### config.mk
export PLATFORM = sky130hd
export DESIGN_NAME = unified_mem_arbiter_flat
export DESIGN_NICKNAME = d
export VERILOG_FILES = /design/src/rtl/unified_mem_arbiter_if.sv /design/src/rtl/unified_mem_arbiter.sv /design/src/flat_wrapper.sv
export SDC_FILE = /design/constraint.sdc
export NUM_CORES = 1
export LEC_CHECK = 0
export CAP_MARGIN = 20
export CORE_UTILIZATION = 40
export DETAILED_ROUTE_END_ITERATION = 8
export PLACE_DENSITY = 0.78
export SLEW_MARGIN = 15
export SYNTH_ARGS = -nofsm -noshare
export SYNTH_HDL_FRONTEND = slang
export SYNTH_SLANG_ARGS = --single-unit
### constraint.sdc
create_clock -name clk -period 1.81 [get_ports clk]
set_input_delay 0.181 -clock clk [delete_from_list [all_inputs] [get_ports clk]]
set_output_delay 0.181 -clock clk [all_outputs]
set_load 0.1 [all_outputs]
### src/rtl/unified_mem_arbiter_if.sv
// Bundles the fetch port, data port and memory port of the unified memory arbiter.
interface unified_mem_arbiter_if #(
  parameter int unsigned ADDR_W = 32,
  parameter int unsigned DATA_W = 32
);
  localparam int unsigned STRB_W = DATA_W / 8;

  logic              if_req;
  logic [ADDR_W-1:0] if_addr;
  logic              if_flush;
  logic              if_valid;
  logic [DATA_W-1:0] if_rdata;
  logic              if_stall;

  logic              dm_req;
  logic              dm_we;
  logic [ADDR_W-1:0] dm_addr;
  logic [DATA_W-1:0] dm_wdata;
  logic [STRB_W-1:0] dm_wmask;
  logic              dm_valid;
  logic [DATA_W-1:0] dm_rdata;
  logic              dm_stall;

  logic              mem_req;
  logic              mem_we;
  logic [ADDR_W-1:0] mem_addr;
  logic [DATA_W-1:0] mem_wdata;
  logic [STRB_W-1:0] mem_wmask;
  logic              mem_ready;
  logic [DATA_W-1:0] mem_rdata;

  // Arbiter side
  modport master (
    input  if_req, if_addr, if_flush,
    output if_valid, if_rdata, if_stall,
    input  dm_req, dm_we, dm_addr, dm_wdata, dm_wmask,
    output dm_valid, dm_rdata, dm_stall,
    output mem_req, mem_we, mem_addr, mem_wdata, mem_wmask,
    input  mem_ready, mem_rdata
  );

  // Pipeline and memory side
  modport slave (
    output if_req, if_addr, if_flush,
    input  if_valid, if_rdata, if_stall,
    output dm_req, dm_we, dm_addr, dm_wdata, dm_wmask,
    input  dm_valid, dm_rdata, dm_stall,
    input  mem_req, mem_we, mem_addr, mem_wdata, mem_wmask,
    output mem_ready, mem_rdata
  );
endinterface

### src/rtl/unified_mem_arbiter.sv
// Arbitrates the IF fetch port and MEM data port onto one single-port memory,
// with flush-drop of wrong-path fetches and a sticky hung-memory timeout.
module unified_mem_arbiter #(
  parameter int unsigned ADDR_W  = 32,
  parameter int unsigned DATA_W  = 32,
  parameter int unsigned TIMEOUT = 255
) (
  input  logic                  clk,
  input  logic                  rst_n,
  unified_mem_arbiter_if.master bus,
  output logic                  err
);
  localparam int unsigned STRB_W = DATA_W / 8;
  localparam int unsigned CNT_W  = $clog2(TIMEOUT + 1);

  typedef enum logic [2:0] {IDLE, DATA, INST, DROP, ERR} state_t;

  state_t            state_q, state_d;
  logic              mem_req_q, mem_req_d;
  logic              mem_we_q, mem_we_d;
  logic [ADDR_W-1:0] mem_addr_q, mem_addr_d;
  logic [DATA_W-1:0] mem_wdata_q, mem_wdata_d;
  logic [STRB_W-1:0] mem_wmask_q, mem_wmask_d;
  logic              dm_valid_q, dm_valid_d;
  logic [DATA_W-1:0] dm_rdata_q, dm_rdata_d;
  logic              if_valid_q, if_valid_d;
  logic [DATA_W-1:0] if_rdata_q, if_rdata_d;
  logic [CNT_W-1:0]  cnt_q, cnt_d;
  logic              err_q, err_d;

  // A port whose valid is pulsing this cycle is not re-arbitrated: its req is still up.
  logic dm_take, if_take, done;
  assign dm_take = bus.dm_req && !dm_valid_q;
  assign if_take = bus.if_req && !if_valid_q && !bus.if_flush;
  assign done    = mem_req_q && bus.mem_ready;

  always_comb begin
    state_d     = state_q;
    mem_req_d   = mem_req_q;
    mem_we_d    = mem_we_q;
    mem_addr_d  = mem_addr_q;
    mem_wdata_d = mem_wdata_q;
    mem_wmask_d = mem_wmask_q;
    dm_valid_d  = 1'b0;
    dm_rdata_d  = dm_rdata_q;
    if_valid_d  = 1'b0;
    if_rdata_d  = if_rdata_q;
    cnt_d       = cnt_q;
    err_d       = err_q;

    unique case (state_q)
      IDLE: begin
        if (dm_take) begin
          state_d     = DATA;
          mem_req_d   = 1'b1;
          mem_we_d    = bus.dm_we;
          mem_addr_d  = bus.dm_addr;
          mem_wdata_d = bus.dm_wdata;
          mem_wmask_d = bus.dm_wmask;
          cnt_d       = '0;
        end else if (if_take) begin
          state_d     = INST;
          mem_req_d   = 1'b1;
          mem_we_d    = 1'b0;
          mem_addr_d  = bus.if_addr;
          mem_wdata_d = '0;
          mem_wmask_d = '0;
          cnt_d       = '0;
        end
      end
      DATA, INST, DROP: begin
        if (done) begin
          state_d   = IDLE;
          mem_req_d = 1'b0;
          if (state_q == DATA) begin
            dm_valid_d = 1'b1;
            if (!mem_we_q) dm_rdata_d = bus.mem_rdata;
          end else if (state_q == INST && !bus.if_flush) begin
            if_valid_d = 1'b1;
            if_rdata_d = bus.mem_rdata;
          end
        end else if (cnt_q == CNT_W'(TIMEOUT - 1)) begin
          state_d   = ERR;
          mem_req_d = 1'b0;
          err_d     = 1'b1;
        end else begin
          cnt_d = cnt_q + CNT_W'(1);
          if (state_q == INST && bus.if_flush) state_d = DROP;
        end
      end
      ERR:     state_d = ERR;
      default: state_d = IDLE;
    endcase
  end

  always_ff @(posedge clk or negedge rst_n) begin
    if (!rst_n) begin
      state_q     <= IDLE;
      mem_req_q   <= 1'b0;
      mem_we_q    <= 1'b0;
      mem_addr_q  <= '0;
      mem_wdata_q <= '0;
      mem_wmask_q <= '0;
      dm_valid_q  <= 1'b0;
      dm_rdata_q  <= '0;
      if_valid_q  <= 1'b0;
      if_rdata_q  <= '0;
      cnt_q       <= '0;
      err_q       <= 1'b0;
    end else begin
      state_q     <= state_d;
      mem_req_q   <= mem_req_d;
      mem_we_q    <= mem_we_d;
      mem_addr_q  <= mem_addr_d;
      mem_wdata_q <= mem_wdata_d;
      mem_wmask_q <= mem_wmask_d;
      dm_valid_q  <= dm_valid_d;
      dm_rdata_q  <= dm_rdata_d;
      if_valid_q  <= if_valid_d;
      if_rdata_q  <= if_rdata_d;
      cnt_q       <= cnt_d;
      err_q       <= err_d;
    end
  end

  assign bus.mem_req   = mem_req_q;
  assign bus.mem_we    = mem_we_q;
  assign bus.mem_addr  = mem_addr_q;
  assign bus.mem_wdata = mem_wdata_q;
  assign bus.mem_wmask = mem_wmask_q;
  assign bus.dm_valid  = dm_valid_q;
  assign bus.dm_rdata  = dm_rdata_q;
  assign bus.if_valid  = if_valid_q;
  assign bus.if_rdata  = if_rdata_q;
  assign err           = err_q;

  // Stalls release in the same cycle the matching valid pulses.
  assign bus.dm_stall = bus.dm_req && !dm_valid_q;
  assign bus.if_stall = bus.if_req && !if_valid_q;
endmodule
### src/flat_wrapper.sv
// flat-port wrapper written by rule: the top's interface ports become plain ports
module unified_mem_arbiter_flat 
#(
  parameter int unsigned ADDR_W  = 32,
  parameter int unsigned DATA_W  = 32,
  parameter int unsigned TIMEOUT = 255
)
  (clk, rst_n, err, bus_if_req, bus_if_addr, bus_if_flush, bus_if_valid, bus_if_rdata, bus_if_stall, bus_dm_req, bus_dm_we, bus_dm_addr, bus_dm_wdata, bus_dm_wmask, bus_dm_valid, bus_dm_rdata, bus_dm_stall, bus_mem_req, bus_mem_we, bus_mem_addr, bus_mem_wdata, bus_mem_wmask, bus_mem_ready, bus_mem_rdata);
  unified_mem_arbiter_if #(.ADDR_W(ADDR_W), .DATA_W(DATA_W)) bus_i ();
  input  logic clk;
  input  logic rst_n;
  output logic err;
  input wire logic [$bits(bus_i.if_req)-1:0] bus_if_req;
  input wire logic [$bits(bus_i.if_addr)-1:0] bus_if_addr;
  input wire logic [$bits(bus_i.if_flush)-1:0] bus_if_flush;
  output wire logic [$bits(bus_i.if_valid)-1:0] bus_if_valid;
  output wire logic [$bits(bus_i.if_rdata)-1:0] bus_if_rdata;
  output wire logic [$bits(bus_i.if_stall)-1:0] bus_if_stall;
  input wire logic [$bits(bus_i.dm_req)-1:0] bus_dm_req;
  input wire logic [$bits(bus_i.dm_we)-1:0] bus_dm_we;
  input wire logic [$bits(bus_i.dm_addr)-1:0] bus_dm_addr;
  input wire logic [$bits(bus_i.dm_wdata)-1:0] bus_dm_wdata;
  input wire logic [$bits(bus_i.dm_wmask)-1:0] bus_dm_wmask;
  output wire logic [$bits(bus_i.dm_valid)-1:0] bus_dm_valid;
  output wire logic [$bits(bus_i.dm_rdata)-1:0] bus_dm_rdata;
  output wire logic [$bits(bus_i.dm_stall)-1:0] bus_dm_stall;
  output wire logic [$bits(bus_i.mem_req)-1:0] bus_mem_req;
  output wire logic [$bits(bus_i.mem_we)-1:0] bus_mem_we;
  output wire logic [$bits(bus_i.mem_addr)-1:0] bus_mem_addr;
  output wire logic [$bits(bus_i.mem_wdata)-1:0] bus_mem_wdata;
  output wire logic [$bits(bus_i.mem_wmask)-1:0] bus_mem_wmask;
  input wire logic [$bits(bus_i.mem_ready)-1:0] bus_mem_ready;
  input wire logic [$bits(bus_i.mem_rdata)-1:0] bus_mem_rdata;
  assign bus_i.if_req = bus_if_req;
  assign bus_i.if_addr = bus_if_addr;
  assign bus_i.if_flush = bus_if_flush;
  assign bus_if_valid = bus_i.if_valid;
  assign bus_if_rdata = bus_i.if_rdata;
  assign bus_if_stall = bus_i.if_stall;
  assign bus_i.dm_req = bus_dm_req;
  assign bus_i.dm_we = bus_dm_we;
  assign bus_i.dm_addr = bus_dm_addr;
  assign bus_i.dm_wdata = bus_dm_wdata;
  assign bus_i.dm_wmask = bus_dm_wmask;
  assign bus_dm_valid = bus_i.dm_valid;
  assign bus_dm_rdata = bus_i.dm_rdata;
  assign bus_dm_stall = bus_i.dm_stall;
  assign bus_mem_req = bus_i.mem_req;
  assign bus_mem_we = bus_i.mem_we;
  assign bus_mem_addr = bus_i.mem_addr;
  assign bus_mem_wdata = bus_i.mem_wdata;
  assign bus_mem_wmask = bus_i.mem_wmask;
  assign bus_i.mem_ready = bus_mem_ready;
  assign bus_i.mem_rdata = bus_mem_rdata;
  unified_mem_arbiter #(.ADDR_W(ADDR_W), .DATA_W(DATA_W), .TIMEOUT(TIMEOUT)) u_core (.clk(clk), .rst_n(rst_n), .bus(bus_i), .err(err));
endmodule
==> flow_summary_export.csv, run 1 <==
group,metric,value,unit
status,status,"complete, no violations",
clocking,htree_levels,4,
final_layout,drive_gt1_frac,0.2913,
timing,min_period,1.718,ns
setup_path,start_kind,"flip-flop",
setup_path,path_buf_inv,1,
timing,fmax,582.1,MHz
setup_path,crit_path_end_kind,"flip-flop",
synth,synth-simple-area-share,0.05516,
hold_path,hold_path.class,"in -> async",
synth,synth_top_area_cell,"dfrtp_1",
setup_path,slowest_stage,"or4_1",
final_layout,register_area,0.003714,mm^2
synth,synth.area.top_cells,"dfrtp_1 62%, mux2_1 11%, a22o_1 5.6%, mux2i_1 5.6%, nand2_1 2.3%",
die,coreArea,0.01453,mm^2
clocking,cts_sinks,148,
setup_path,rr_startpoint,"u_core.bus.mem_req",
setup_path,path_depth,5,
die,die_y,123.9,um
die,start_util,0.4089,
setup_path,rr_worst_depth,5,
setup_path,rrSetupSlack,0.09,ns
setup_path,worstPathArrival,2.06,ns
synth,synth.avg_cell_area,13.66,um^2
timing,post-route-period-util,0.9491,
drt,route.detailed.drc,0,
drt,wl_per_cell,16.55,um
die,die-area,0.01535,mm^2
die,fp-row-count,44,
setup_path,path_delay_family,"simple AND/OR/NAND/NOR gates",
timing,finalClockSkew,0.007880,ns
setup_path,path_cells,"buf_4 -> a21oi_2 -> o211ai_4 -> or4_1 -> a21oi_1",
place,globalplace.congestion,0.7785,
grt,grt_max_degree,56,
synth,synthAdderAreaFrac,0.004211,
synth,synth_xor_area_frac,0,
drt,finalWirelength,15.26,mm
final_layout,insertedDiodeCount,0,
timing,drv_slew,0,
final_layout,syn2layout_area_growth,57.28,%
grt,grt_pass1_wl,23.21,mm
synth,ys_types,37,
final_layout,fillers,1112,
setup_path,rr_endpoint,"u_core.cnt_q[7]",
clocking,clk_latency,0.42,ns
grt,grt_overflow,0,
clocking,postCtsSetupBuffers,0,
run,maxCapViolations,0,
timing,hold_violations,0,
synth,ys_seq_elements,148,
setup_path,cp_slowest_stage_delay,0.52,ns
timing,slew-limit-headroom,0.7086,
clocking,cts_buffers,17,
drt,dr.pass1.iters,4,
drt,drt_iter0_drc,165,
setup_path,crit_type,"reg -> reg",
synth,synth_top_family_by_area,"multiplexers",
synth,syn_area,0.005943,mm^2
clocking,ctsLongestPathBuffers,2,
clocking,clkTransAtPathRegs,0.06,ns
place,dp_hpwl,11.28,mm
drt,final_antenna_net_count,0,
place,portBuffers,277,
synth,synthMuxAreaShare,0.1768,
setup_path,worstPathRequired,2.16,ns
drt,num_vias,4578,
timing,fin_hold_ws,0.2489,ns
synth,synthesis.nets,576,
die,fp.dieW,123.9,um
synth,ys_seq_area_frac,0.6232,
synth,yosys_warnings,0,
grt,antenna_found_initial,0,
setup_path,worstPathMaxFanout,6,
synth,yosysTopAreaCellShare,0.6232,
timing,worst_pin_slew,0.4372,ns
synth,synthCells,435,
final_layout,multi_input_area,0.002088,mm^2
drt,vias_per_cell,4.965,
timing,setup_viol,0,
grt,grtUsageTotal,0.2042,
die,pin_count,278,
clocking,cts_tree,"yes",
grt,grt_pass1_vias,4587,
clocking,cts-root-buf,"clkbuf_16",
final_layout,final_nets,866,
synth,synth_compound_gate_area_share,0.1082,
state kept, by name, summed over array words and instances, names as in the netlist, 3 cells and up:
signal                flops
u_core.cnt_q              8
u_core.bus.mem_wdata     32
u_core.bus.if_rdata      32
u_core.bus.mem_addr      32
u_core.state_q            3
u_core.bus.mem_wmask      4
u_core.bus.dm_rdata      32
cell type report:
cell class                      instances  share of cell area
Tap cell                              184             0.02463
Timing Repair Buffer                  299              0.2926
Multi-Input combinational cell        256              0.2234
Clock inverter                         10            0.007763
Clock buffer                           22             0.05180
Inverter                                3            0.002543
Sequential cell                       148              0.3973
worst max path at each step:
| stage | startpoint | to | slack, ns |
|---|---|---|---|
| after floorplan | u_core.bus.mem_req | u_core.bus.dm_rdata[0] | -0.001 |
| after global placement | bus_mem_ready | u_core.bus.dm_rdata[2] | -0.15 |
| after detailed placement | bus_mem_ready | u_core.bus.dm_rdata[31] | -0.21 |
| after CTS | u_core.state_q[2] | u_core.bus.if_rdata[18] | 0.06 |
| after global routing | u_core.cnt_q[0] | u_core.cnt_q[3] | -0.02 |
| final | u_core.bus.mem_req | u_core.cnt_q[7] | 0.09 |
kinds of logic after synthesis:
family          count (synthesis)
flops                         148
mux                            97
buf+inv                        31
compound gates                 92
fa+ha+maj                       2
simple gates                   65
cells in the final DEF (no fill, tap or decap), drive strengths merged, types with 3 or more instances in the layout:
| cell | instances |
|---|---|
| mux2 | 64 |
| a21oi | 7 |
| a22o | 38 |
| or3 | 3 |
| clkinvlp | 3 |
| inv | 5 |
| clkbuf | 22 |
| nand3 | 7 |
| clkdlybuf4s50 | 137 |
| buf | 161 |
| nand2 | 36 |
| nor3 | 3 |
| dfrtp | 148 |
| clkinv | 5 |
| o31ai | 4 |
| o21ai | 38 |
| mux2i | 33 |
| nor2 | 4 |
metal layers:
layer / track usage / part of all wire / routed length, um
met1: 0.2341 / 0.40 / 6031
met2: 0.3493 / 0.50 / 7576
met3: 0.05952 / 0.078 / 1191
met5: 0 / 0 / 0
met4: 0.09821 / 0.030 / 457
through the flow:
step	instances	TNS, ns	utilization	instance area (um^2)	setup slack (ns)
after floorplan	435	-0.03114	-	5996	-0.001038
after global placement	889	-5.138	0.6031	8766	-0.1538
after detailed placement	889	-10.18	0.6031	8766	-0.2102
after CTS	922	0	0.6421	9333	0.05790
after global routing	922	-0.01718	0.6432	9348	-0.01718
final	922	0	0.6432	9348	0.09218
cell usage after synthesis:
library cell / number
o211ai_1: 1
clkbuf_1: 3
or4_1: 2
o21ai_0: 25
mux2_1: 59
nand4_1: 1
o211ai_4: 1
buf_4: 3
nand2b_1: 2
ha_1: 2
nor4b_2: 1
inv_2: 1
o21a_1: 1
a22o_1: 38
nor3b_1: 1
and3_1: 1
o21ai_1: 13
inv_1: 2
a21o_1: 2
and4_1: 1
o31ai_1: 4
buf_6: 6
nor2b_1: 2
mux2_2: 5
buf_2: 16
nand2_1: 36
dfrtp_1: 148
nor3_2: 1
a21oi_1: 6
mux2i_1: 33
or3_1: 3
or2_4: 1
nor3_1: 1
nor2_1: 4
nor3_4: 1
a21oi_2: 1
nand3_1: 7
repair_timing:
action	4_1_cts	5_1_grt
endpoints found under the setup margin	0	33
hold buffers	1	0
gates resized for setup	0	4
endpoints found under the hold margin	42	0
Power of run 1 is left out: the tool's default activity adds up to more than one toggle a clock period on the data nets, which glitch-free logic cannot reach.
==> run 2, diff against run 1 <==
--- a/config.mk
+++ b/config.mk
@@ -5,11 +5,11 @@
 export SDC_FILE = /design/constraint.sdc
 export NUM_CORES = 1
 export LEC_CHECK = 0
-export CAP_MARGIN = 20
+export CAP_MARGIN = 10
 export CORE_UTILIZATION = 40
 export DETAILED_ROUTE_END_ITERATION = 8
 export PLACE_DENSITY = 0.78
-export SLEW_MARGIN = 15
+export SLEW_MARGIN = 20
 export SYNTH_ARGS = -nofsm -noshare
 export SYNTH_HDL_FRONTEND = slang
 export SYNTH_SLANG_ARGS = --single-unit
==> results of run 2 <==
No change in the layout: final DEF, timing and power equal those of run 1.
Power of run 2 is left out for the same reason.
